===== src/rtl/md_phase_sequencer.sv =====
// Timestep sequencer: grants the per-cell P/V BRAM mux to phase1 or phase3 in turn, with GUARD-cycle drains,
// one buffer swap per step and an optional watchdog. Outputs are registered and decoded from the state being entered.
module md_phase_sequencer #(
  parameter int N_CELL  = 27,
  parameter int STEP_W  = 16,
  parameter int GUARD   = 2,
  parameter int TIMEOUT = 0
) (
  input  logic              clk,
  input  logic              reset,
  input  logic              start,
  input  logic              abort,
  input  logic [STEP_W-1:0] n_steps,
  input  logic              p1_done,
  input  logic [N_CELL-1:0] p3_done,
  output logic              phase1_ready,
  output logic              phase3_ready,
  output logic              double_buffer,
  output logic [STEP_W-1:0] step_count,
  output logic              busy,
  output logic              sim_done,
  output logic              err,
  output logic [2:0]        state_dbg
);

  typedef enum logic [2:0] {
    IDLE     = 3'd0,
    P1_RUN   = 3'd1,
    P1_DRAIN = 3'd2,
    P3_RUN   = 3'd3,
    P3_DRAIN = 3'd4,
    SWAP     = 3'd5,
    DONE     = 3'd6,
    ERROR    = 3'd7
  } state_t;

  localparam int CMAX  = (GUARD > TIMEOUT) ? GUARD : TIMEOUT;
  localparam int CNT_W = $clog2(CMAX + 2);
  localparam logic [CNT_W-1:0] GUARD_LAST = CNT_W'((GUARD > 0) ? GUARD - 1 : 0);
  localparam logic [CNT_W-1:0] TO_LAST    = CNT_W'((TIMEOUT > 0) ? TIMEOUT - 1 : 0);

  state_t              state_q, state_d;
  logic [CNT_W-1:0]    cnt_q, cnt_d;
  logic [N_CELL-1:0]   latch_q, latch_d;
  logic [STEP_W-1:0]   nsteps_q, nsteps_d;
  logic [STEP_W-1:0]   step_q, step_d;
  logic                dbuf_q, dbuf_d;
  logic                err_q, err_d;
  logic                p1_rdy_q, p1_rdy_d;
  logic                p3_rdy_q, p3_rdy_d;
  logic                busy_q, busy_d;
  logic                sim_done_q, sim_done_d;
  logic                all_done;
  logic                timeout_hit;

  assign all_done    = &(latch_q | p3_done);
  assign timeout_hit = (TIMEOUT != 0) && (cnt_q == TO_LAST);

  always_comb begin
    state_d  = state_q;
    latch_d  = '0;
    nsteps_d = nsteps_q;
    step_d   = step_q;
    dbuf_d   = dbuf_q;
    err_d    = err_q;

    case (state_q)
      IDLE, ERROR: begin
        if (start) begin
          err_d = 1'b0;
          if (n_steps != '0) begin
            nsteps_d = n_steps;
            step_d   = '0;
            state_d  = P1_RUN;
          end else begin
            state_d  = DONE;
          end
        end
      end
      P1_RUN: begin
        // a done arriving on the expiry cycle is checked first, so it wins
        if (p1_done)          state_d = (GUARD > 0) ? P1_DRAIN : P3_RUN;
        else if (timeout_hit) state_d = ERROR;
      end
      P1_DRAIN: begin
        if (cnt_q == GUARD_LAST) state_d = P3_RUN;
      end
      P3_RUN: begin
        if (all_done)         state_d = (GUARD > 0) ? P3_DRAIN : SWAP;
        else if (timeout_hit) state_d = ERROR;
        else                  latch_d = latch_q | p3_done;
      end
      P3_DRAIN: begin
        if (cnt_q == GUARD_LAST) state_d = SWAP;
      end
      SWAP: begin
        state_d = (step_q == nsteps_q) ? DONE : P1_RUN;
      end
      DONE: begin
        state_d = IDLE;
      end
      default: begin
        state_d = IDLE;
      end
    endcase

    // abort overrides every event, including a start seen in IDLE/ERROR
    if (abort) begin
      state_d  = IDLE;
      nsteps_d = nsteps_q;
      step_d   = step_q;
      err_d    = err_q;
      latch_d  = '0;
    end

    cnt_d = (state_d != state_q) ? '0 : cnt_q + CNT_W'(1);

    if (state_d == SWAP) begin
      dbuf_d = ~dbuf_q;
      step_d = step_q + STEP_W'(1);
    end

    if (state_d == ERROR) err_d = 1'b1;

    p1_rdy_d   = (state_d == P1_RUN);
    p3_rdy_d   = (state_d == P3_RUN);
    busy_d     = (state_d != IDLE) && (state_d != ERROR);
    sim_done_d = (state_d == DONE);
  end

  always_ff @(posedge clk) begin
    if (!reset) begin
      state_q    <= IDLE;
      cnt_q      <= '0;
      latch_q    <= '0;
      nsteps_q   <= '0;
      step_q     <= '0;
      dbuf_q     <= 1'b0;
      err_q      <= 1'b0;
      p1_rdy_q   <= 1'b0;
      p3_rdy_q   <= 1'b0;
      busy_q     <= 1'b0;
      sim_done_q <= 1'b0;
    end else begin
      state_q    <= state_d;
      cnt_q      <= cnt_d;
      latch_q    <= latch_d;
      nsteps_q   <= nsteps_d;
      step_q     <= step_d;
      dbuf_q     <= dbuf_d;
      err_q      <= err_d;
      p1_rdy_q   <= p1_rdy_d;
      p3_rdy_q   <= p3_rdy_d;
      busy_q     <= busy_d;
      sim_done_q <= sim_done_d;
    end
  end

  assign phase1_ready  = p1_rdy_q;
  assign phase3_ready  = p3_rdy_q;
  assign double_buffer = dbuf_q;
  assign step_count    = step_q;
  assign busy          = busy_q;
  assign sim_done      = sim_done_q;
  assign err           = err_q;
  assign state_dbg     = state_q;

endmodule


===== config.mk =====
export PLATFORM = sky130hd
export DESIGN_NAME = md_phase_sequencer
export DESIGN_NICKNAME = d
export VERILOG_FILES = /design/src/rtl/md_phase_sequencer.sv
export SDC_FILE = /design/constraint.sdc
export NUM_CORES = 1
export LEC_CHECK = 0
export CAP_MARGIN = 20
export CORE_ASPECT_RATIO = 1.5
export CORE_UTILIZATION = 49
export CTS_CLUSTER_DIAMETER = 200
export CTS_CLUSTER_SIZE = 30
export DETAILED_ROUTE_END_ITERATION = 7
export PLACE_DENSITY = 0.88
export SYNTH_ARGS = -nofsm -noshare
export SYNTH_HDL_FRONTEND = slang
export SYNTH_SLANG_ARGS = --single-unit

===== constraint.sdc =====
create_clock -name clk -period 3.3 [get_ports clk]
set_clock_uncertainty 0.05 [all_clocks]
set_input_delay 0.495 -clock clk [delete_from_list [all_inputs] [get_ports clk]]
set_output_delay 0.495 -clock clk [all_outputs]
set_load 0.05 [all_outputs]

==> impl_results.md, run 1 <==
- Total Die Area: roughly 6400 sq um
- Share of layout cells above drive strength 1: 5.634%
- CTS sink count: 70
- Final #Nets: around 470
- Routed via count: approximately 2800
- Insertion delay to the later sink of the worst-skew pair: roughly 0.35 ns
- Detailed Routing Iterations Pass 1: 4
- Post-Syn Area: just under 3000 sq um
- Die Ht: 97.30 microns
- Most common cell in the synthesized netlist: nor2_1
- Reg-to-reg endpoint: step_count[13]
- Maximum vdd drop: about 0.34 mV
- Static leakage: 1.614 nW
- Total congestion overflow: 0
- Setup Buffers After CTS: 0
- Worst Path Required: 3.52 ns
- Total power: 1.769 mW
- Synth area leader: dfxtp_1
- Setup crit end: step_count[13]
- Post-DRT Antenna Nets: 0
- Largest net degree at the start of global routing: 28
- DRT iter0 DRCs: 138
- Commonest cells post-synth: 80 x nor2_1, 70 x dfxtp_1, 18 x or3_1
- Starting density of the core: between 50 and 60%
- Cell row count: 34
- Top-Level Pins: between 70 and 80
- CP arrival: 3.25 ns
- Reg2Reg Setup Slack: 0.37 ns
- Worst Path Max Fanout: 18
- HPWL after detailed placement: between 5000 and 6000 microns
- CTS max path bufs: 2
- Net Count, Synth: just under 400
- # hold bufs at CTS: 0
- Htree depth: 3
- Library cells used by synthesis: 40
- Drt wl/cell: around 14 microns
- Final setup violating endpoints: 0
- #FFs+latches synth: 70
- PortBufs: 72
- Startpoint types: input port
- Critical path origin: p3_done[3]
- Sequential share of the synthesized area: 47.24%
- CTS tree: yes
- EDFF count, synth: 0
- Crit. End Element: register
- Min-Delay Path Class: reg -> reg
- Worst slew margin: 49.12%
- Share of the synthesized area in the top cell type: between 40% and 50%
- Total negative setup slack: 0 ns
- Status: complete, no violations
- Mapped Avg Cell Area: ~8.6 sq um
- Asr flop ratio synth: 0%
- Cells after synthesis: between 300 and 400
- Fmax: between 300 and 400 MHz
- Synth Warn #: 0
- Routed WL: 7127 microns
- Vias in the first global route: around 2700
- Area added between synthesis and finish: 33.53%
- Fin. Hold Viols: 0
- Post-route DRC: 0
- Final worst path period need: approximately 3.0 ns
- PostCTS Resize Cnt: 0
- Least-Margin Pin Slew: between 0.7 and 0.8 ns
- Max-cap violation count: 0
- Die width: ~66 microns
- Clk slew on worst S/H paths: roughly 0.070 ns
- Number of diodes: 0
- WS Path Type: in -> reg
- Cts bufs inserted: 9
- Initial antenna violation count: 0
- FF-to-FF path depth: 9
- Total track usage: roughly a quarter
- Power Dens Cells: 446.5 nW/um^2
- Root Buffer: clkbuf_8
- Period utilization: about 92%
- RSZ-0062 raised after global routing: false
- First-pass GRT wire length: between 10000 and 15000 microns
- Top cells by area, synth: dfxtp_1 47%, nor2_1 10%, mux2i_1 5.7%
- Synth Flop Type: dfxtp_1
- Fin util: 67.97%
- FF-to-FF Start: step_count[7]
- Vias per cell: approximately 5.6
- Core area: between 5000 and 6000 sq um
- Fin. max-slew vios: 0
- RePlAce Congestion: 0.8446
-- critical path, stage by stage --
cell and delay [ns]:
clkdlybuf4s50_1 0.49, o22ai_1 0.11, nor4_1 0.38, nand4_1 0.16, and2_1 0.20, or3_1 0.39, o31a_1 0.32, buf_4 0.20
or3_1 0.36, a21oi_1 0.15
-- registers in the layout (all words and copies together) (netlist names) --
signal,flops
nsteps_q,16
busy,1
phase3_ready,1
state_dbg,3
err,1
sim_done,1
double_buffer,1
phase1_ready,1
latch_q,27
step_count,16
cnt_q,2
-- kinds of logic after synthesis --
logic type,count (synthesis),share of synthesized area (%)
AND/OR/NAND/NOR,163,26.91
flip-flops,70,47.24
buffers and inverters,20,2.784
adder cells (fa/ha/maj),3,1.181
XOR/XNOR,20,5.904
AO/OA/AOI/OAI,52,10.25
multiplexers,17,5.736
-- power breakdown --
group / switching [mW] / total, mW / internal, mW
clock network: 0.320 / 0.663 / 0.343
registers: 0.0151 / 0.879 / 0.864
logic: 0.112 / 0.227 / 0.114
-- metrics by stage --
step                cells  worst slack (ns)  hold WS (ns)  cell area [sq um]
finish                498            0.2692        0.3859               3961
global route          498            0.1581        0.4087               3961
CTS                   498            0.2648        0.3905               3961
detailed placement    483          -0.09422        0.3810               3774
global placement      483         -0.006170        0.3665               3774
floorplan             345            0.3384        0.3562               2967
-- layer usage --
metal | share of wire [%] | wire length, microns | vias up | GRT usage (%)
li1 | - | - | 1365 | -
met2 | 53 | 3806 | 93 | 43.85
met4 | 1.8 | 125 | 0 | 7.023
met5 | 0 | 0 | - | 0
met3 | 5.3 | 381 | 11 | 6.808
met1 | 39 | 2814 | 1296 | 25.95
-- how the worst min path moves through the flow --
stage | start | endpoint | slack (ns) | depth (start not counted)
5_1_grt | cnt_q[0] | cnt_q[0] | 0.41 | 1
3_3_place_gp | cnt_q[0] | cnt_q[0] | 0.37 | 1
3_5_place_dp | cnt_q[0] | cnt_q[0] | 0.38 | 1
4_1_cts | cnt_q[0] | cnt_q[0] | 0.39 | 1
2_1_floorplan | cnt_q[0] | cnt_q[0] | 0.36 | 1
6_report | cnt_q[0] | cnt_q[0] | 0.39 | 1
-- layout by cell type (no fill, tap or decap), types with 5 or more instances in the layout --
cell type | synthesis | layout
a21oi_1 | 17 | 17
and2_1 | 7 | 7
buf_4 | 0 | 7
clkbuf_8 | 0 | 9
clkdlybuf4s50_1 | 0 | 72
dfxtp_1 | 70 | 70
inv_1 | 7 | 7
mux2i_1 | 17 | 17
nand2_1 | 9 | 9
nand3_1 | 15 | 15
nand4_1 | 5 | 5
nor2_1 | 80 | 80
nor4_1 | 10 | 10
o21ai_0 | 15 | 15
o22ai_1 | 11 | 11
or3_1 | 18 | 18
xor2_1 | 16 | 16
-- cell type report --
type                       count  area, sq um
fill                         454         1867
timing repair buffer          79        773.2
sequential                    70         1401
clock inverter                 6        63.81
clock buffer                   9        123.9
inverter                       7        26.28
tap                           72        90.09
multi-input combinational    255         1483
No activity file was read; power rests on OpenSTA's default activity.
==> inputs of run 2 (changes only) <==
MAX_ROUTING_LAYER = met4   (was default)
==> run 2 against run 1 <==
Net effect: critical path depth stayed put; power hardly changed; final cell count stayed put; wire length is 0.45% higher; register-to-register slack hardly changed; clock power hardly changed; global-route usage is 0.71 points higher; hold slack hardly changed; die area stayed put; count of clock-buffer cells in the layout stayed put; combinational power hardly changed; critical endpoint unchanged; highest routed layer unchanged.
==> impl_results.md, run 2 (same netlist as run 1, synthesis figures left out) <==
- Status: complete, no violations
- Filler cells: between 400 and 500
- Detailed Routing Iterations Pass 1: 4
- Min-Delay Path Class: reg -> reg
- Vias in the first global route: approximately 2700
- Most frequent CP cell: or3_1
- Max reg flops: 27
- Fmax: roughly 330 MHz
- Most frequent cells in the layout: 80 x nor2_1, 72 x clkdlybuf4s50_1, 70 x dfxtp_1, 18 x or3_1
- Total Die Area: approximately 6400 sq um
- Clock Power Share: a little under two fifths
- CP peak stage delay: 0.49 ns
- Total congestion overflow: 0
- Biggest register: latch_q
- Seq pwr share: between 40% and 50%
- HPWL after detailed placement: between 5000 and 6000 microns
- Crit. End Element: register
- Initial antenna violation count: 0
- Share of layout cells above drive strength 1: under 10%
- Period utilization: ~92%
- Power Dens Cells: approximately 450 nW/um^2
- # hold bufs at CTS: 0
- Total power: roughly 1.8 mW
- Area added between synthesis and finish: 33.53%
- Fin. max-slew vios: 0
- DRT iter0 DRCs: 140
- CTS tree: yes
- CP max-delay cell: clkdlybuf4s50_1
- RSZ-0062 raised after global routing: false
- Setup Buffers After CTS: 0
- Core area: 5828 sq um
- P_sw: between 400 and 500 uW
- Worst slew margin: about half
- Vias per cell: roughly 5.6
- Drt wl/cell: approximately 14 microns
- Routed WL: 7159 microns
- RePlAce Congestion: approximately 0.86
- Post-route DRC: 0
- Final setup violating endpoints: 0
- CP arrival: between 3 and 4 ns
- CTS max path bufs: 2
- Routed via count: between 2000 and 3000
- Top delay family on crit path: simple AND/OR/NAND/NOR gates
- Multi-input logic area: around 1500 sq um
- Insertion delay to the later sink of the worst-skew pair: roughly 0.35 ns
- Pint: between 1 and 1.5 mW
- PostCTS Resize Cnt: 0
- Top-Level Pins: 73
- First-pass GRT wire length: 11820 microns
- Htree depth: 3
- Least-Margin Pin Slew: ~0.76 ns
- Worst Path Required: roughly 3.5 ns
- Final worst path period need: 3.040 ns
- WS Path Type: in -> reg
- Total negative setup slack: 0 ns
- Cell row count: 34
- Net Sw Frac: between 20% and 30%
- Total track usage: 24.75%
- Largest net degree at the start of global routing: 28
- Final #Nets: around 470
- PortBufs: 72
- Max-cap violation count: 0
- Sequential cell area: ~1400 sq um
- Post-DRT Antenna Nets: 0
- Maximum vdd drop: roughly 0.34 mV
- Die width: 65.53 microns
- Clk slew on worst S/H paths: about 0.070 ns
- Worst Path Max Fanout: 18
- Startpoint types: input port
- Commonest non-fill, non-tap cell in the layout: nor2_1
- CTS sink count: 70
- Fin. Hold Viols: 0
- Buf/Inv on CP: 2
- Number of diodes: 0
- Final Instance Area: about 4000 sq um
- Cell chain of the critical path: clkdlybuf4s50_1 > o22ai_1 > nor4_1 > nand4_1 > and2_1 > or3_1 > o31a_1 > buf_4 > or3_1 > a21oi_1
- Cts bufs inserted: 9
- Die Ht: 97.30 microns
- Combinational fraction of design power: between 10% and 20%
- DP Area: between 3000 and 4000 sq um
- Static leakage: between 1.5 and 2 nW
- Starting density of the core: 50.90%
- Final hold slack: slightly below 0.4 ns
- Reg2Reg Setup Slack: ~0.36 ns
- Root Buffer: clkbuf_8
[run 2: worst paths after layout]
check / cells past startpoint / from / to
max: 10 / p3_done[3] / step_count[13]
min: 1 / cnt_q[0] / cnt_q[0]
max reg2reg: 9 / step_count[7] / step_count[13]
min reg2reg: 1 / cnt_q[0] / cnt_q[0]
[run 2: layout make-up]
class,instances,area share [%]
clock buffers,9,3.127
clock inverters,6,1.611
inverters,7,0.6633
multi-input cells,255,37.43
flip-flops and latches,70,35.38
well taps,72,2.274
repair buffers,79,19.52
[run 2: power groups by stage]
stage	clock network [mW]	logic [mW]	registers, mW
finish	0.661	0.227	0.879
global route	0.704	0.248	0.881
CTS	0.669	0.227	0.879
detailed placement	0	0.225	0.898
global placement	0	0.218	0.897
floorplan	0	0.111	0.910
[run 2: routing by layer]
layer | vias to the layer above | track usage, % | part of all wire [%]
met5 | - | - | 0
met4 | 0 | 7.023 | 1.5
met3 | 18 | 5.634 | 5.0
met2 | 108 | 43.85 | 53
met1 | 1279 | 26.84 | 40
li1 | 1366 | - | -
[run 2: worst reg2reg max path, stage by stage, from the launching register on]
cell	delay, ns
dfxtp_1	0.47
xor2_1	0.13
nor4_1	0.33
nand4_1	0.23
o211a_1	0.28
or3_1	0.33
o31a_1	0.33
buf_4	0.20
or3_1	0.36
a21oi_1	0.15
[run 2: stage by stage]
stage | instances | setup slack (ns) | utilization [%]
after CTS | 498 | 0.2648 | 67.97
after global routing | 498 | 0.1579 | 67.97
after global placement | 483 | -0.006170 | 64.75
final | 498 | 0.2604 | 67.97
after floorplan | 345 | 0.3384 | -
after detailed placement | 483 | -0.09422 | 64.75
==> inputs of run 3 (changes only) <==
--- a/config.mk
+++ b/config.mk
@@ -15,2 +15,3 @@
 export PLACE_DENSITY = 0.88
+export SETUP_SLACK_MARGIN = 0.15
 export SYNTH_ARGS = -nofsm -noshare
==> constraint.sdc (replaced) <==
create_clock -name clk -period 3.3 [get_ports clk]
set_clock_uncertainty 0.05 [all_clocks]
set_input_delay 0.99 -clock clk [delete_from_list [all_inputs] [get_ports clk]]
set_output_delay 0.99 -clock clk [all_outputs]
set_load 0.05 [all_outputs]
==> run 3 against run 2 <==
Net effect: core utilization is 6.2 points higher; hold slack better by 0.0090 ns; global-route usage grew 3.5 points; sequential power about the same; clock power grew 28%; non-clock buffer count rose by 17; count of clock-buffer cells in the layout is the same; via count rose by 5.6%; register-to-register slack got worse by 0.16 ns; critical path depth rose by 2; wire length increased by 16%; fmax shrank 2.0%; critical path type unchanged.
==> impl_results.md, run 3 (same netlist as run 1, synthesis figures left out) <==
- Routed WL: between 8000 and 9000 microns
- First-pass GRT wire length: 13080 microns
- Maximum vdd drop: approximately 0.34 mV
- Detailed Routing Iterations Pass 1: 4
- Met3 Routed Length: between 400 and 500 microns
- Starting density of the core: roughly half
- Routed via count: 2927
- Non-filler cells, final: between 500 and 600
- Min-Delay Path Class: reg -> reg
- Vias per cell: ~5.7
- Final setup violating endpoints: 0
- Total congestion overflow: 0
- CP arrival: between 3 and 4 ns
- PortBufs: 72
- Final hold slack: slightly below 0.4 ns
- Vias in the first global route: between 2000 and 3000
- Pre-CTS WS: -0.5546 ns
- Cts bufs inserted: 9
- CTS max path bufs: 2
- Share of layout cells above drive strength 1: around a fifth
- HPWL after detailed placement: approximately 5500 microns
- Startpoint types: input port
- Buf/Inv on CP: 4
- Fin. Hold Viols: 0
- Initial antenna violation count: 0
- Placed Cells incl. Taps: just under 500
- Die width: approximately 66 microns
- Final worst slack: between 0.15 and 0.2 ns
- Number of diodes: 0
- Total power: ~2 mW
- Clk slew on worst S/H paths: around 0.080 ns
- Static leakage: approximately 1.8 nW
- Htree depth: 3
- DRT iter0 DRCs: 139
- Root Buffer: clkbuf_8
- Worst Path Required: approximately 3.5 ns
- Max-cap violation count: 0
- DP Area: between 3000 and 4000 sq um
- CTS tree: yes
- Final #Nets: 489
- Total track usage: 28.22%
- CP max-delay cell: o31a_1
- Period utilization: a little over nine tenths
- Status: complete, no violations
- Insertion delay to the later sink of the worst-skew pair: 0.36 ns
- Crit. End Element: register
- Worst Path Max Fanout: 5
- Most frequent cells in the layout: 75 x nor2_1, 69 x dfxtp_1, 45 x clkdlybuf4s50_1, 17 x mux2i_1
- Fin. max-slew vios: 0
- Biggest register: latch_q
- Routed wl met2: 4468 microns
- RePlAce Congestion: approximately 0.8
- Top delay family on crit path: simple AND/OR/NAND/NOR gates
- Power Dens Cells: ~460 nW/um^2
- # hold bufs at CTS: 0
- Final worst path period need: just over 3 ns
- Fin util: between 70% and 80%
- Cell chain of the critical path: buf_2 > o22ai_2 > nor4_2 > buf_4 > nand4_1 > and2_4 > or3_4 > o31a_1 > buf_6 > buf_16 > or3_4 > a21oi_2
- Top Metal Used: met4
- WS Path Type: in -> reg
- Least-Margin Pin Slew: around 0.8 ns
- Cell row count: 34
- Top-Level Pins: 73
- Total Die Area: between 6000 and 7000 sq um
- Area added between synthesis and finish: 45.63%
- Core area: just under 6000 sq um
- Final Instance Area: about 4300 sq um
- Commonest non-fill, non-tap cell in the layout: nor2_1
- Max reg flops: 27
- RSZ-0062 raised after global routing: true
- Most frequent CP cell: or3_4
- CTS sink count: 70
- Worst slew margin: 46.64%
- Largest net degree at the start of global routing: 28
- Drt wl/cell: about 16 microns
- Metal-1 WL: 3062 microns
- Die Ht: ~97 microns
- Post-DRT Antenna Nets: 0
- Total negative setup slack: 0 ns
- Post-route DRC: 0
- CP peak stage delay: 0.37 ns
- Fmax: between 300 and 400 MHz
==> run 3: worst register-to-register path: stages (launching register included) <==
cell and delay [ns]:
dfxtp_1 0.37, xor2_1 0.18, nor4_1 0.39, nand4_1 0.23, o211a_1 0.28, or3_4 0.39
o31a_1 0.37, buf_6 0.17, buf_16 0.12, or3_4 0.33, a21oi_2 0.15
==> run 3: cell type report <==
class                      count  area (sq um)
sequential                    70          1403
fill                         420          1508
tap                           72         90.09
clock inverter                 7         120.1
clock buffer                   9         123.9
multi-input combinational    255          1637
timing repair buffer          96         920.9
inverter                       7         26.28
==> run 3: timing repair <==
| action | CTS | global route |
|---|---|---|
| cloned | 2 | 0 |
| gates resized for setup | 64 | 33 |
| setup endpoints to repair | 15 | 14 |
| setup buffers | 4 | 3 |
| pin swaps | 21 | 8 |
==> run 3: path summary, 6_finish.rpt <==
| kind | startpoint | to | cells past startpoint | slack, ns |
|---|---|---|---|---|
| max | p3_done[5] | step_count[6] | 12 | 0.20 |
| min | cnt_q[0] | cnt_q[0] | 1 | 0.39 |
| max reg2reg | step_count[12] | step_count[6] | 10 | 0.20 |
| min reg2reg | cnt_q[0] | cnt_q[0] | 1 | 0.39 |
==> run 3: power by group <==
| group | switching (mW) | internal [mW] |
|---|---|---|
| sequential | 0.0156 | 0.864 |
| clock | 0.343 | 0.505 |
| combinational | 0.132 | 0.142 |
| total | 0.490 | 1.51 |
==> run 3: metal layers <==
metal / vias up / track usage, %
li1: 1396 / -
met2: 105 / 49.88
met5: - / -
met3: 29 / 7.512
met1: 1397 / 27.17
met4: 0 / 14.38
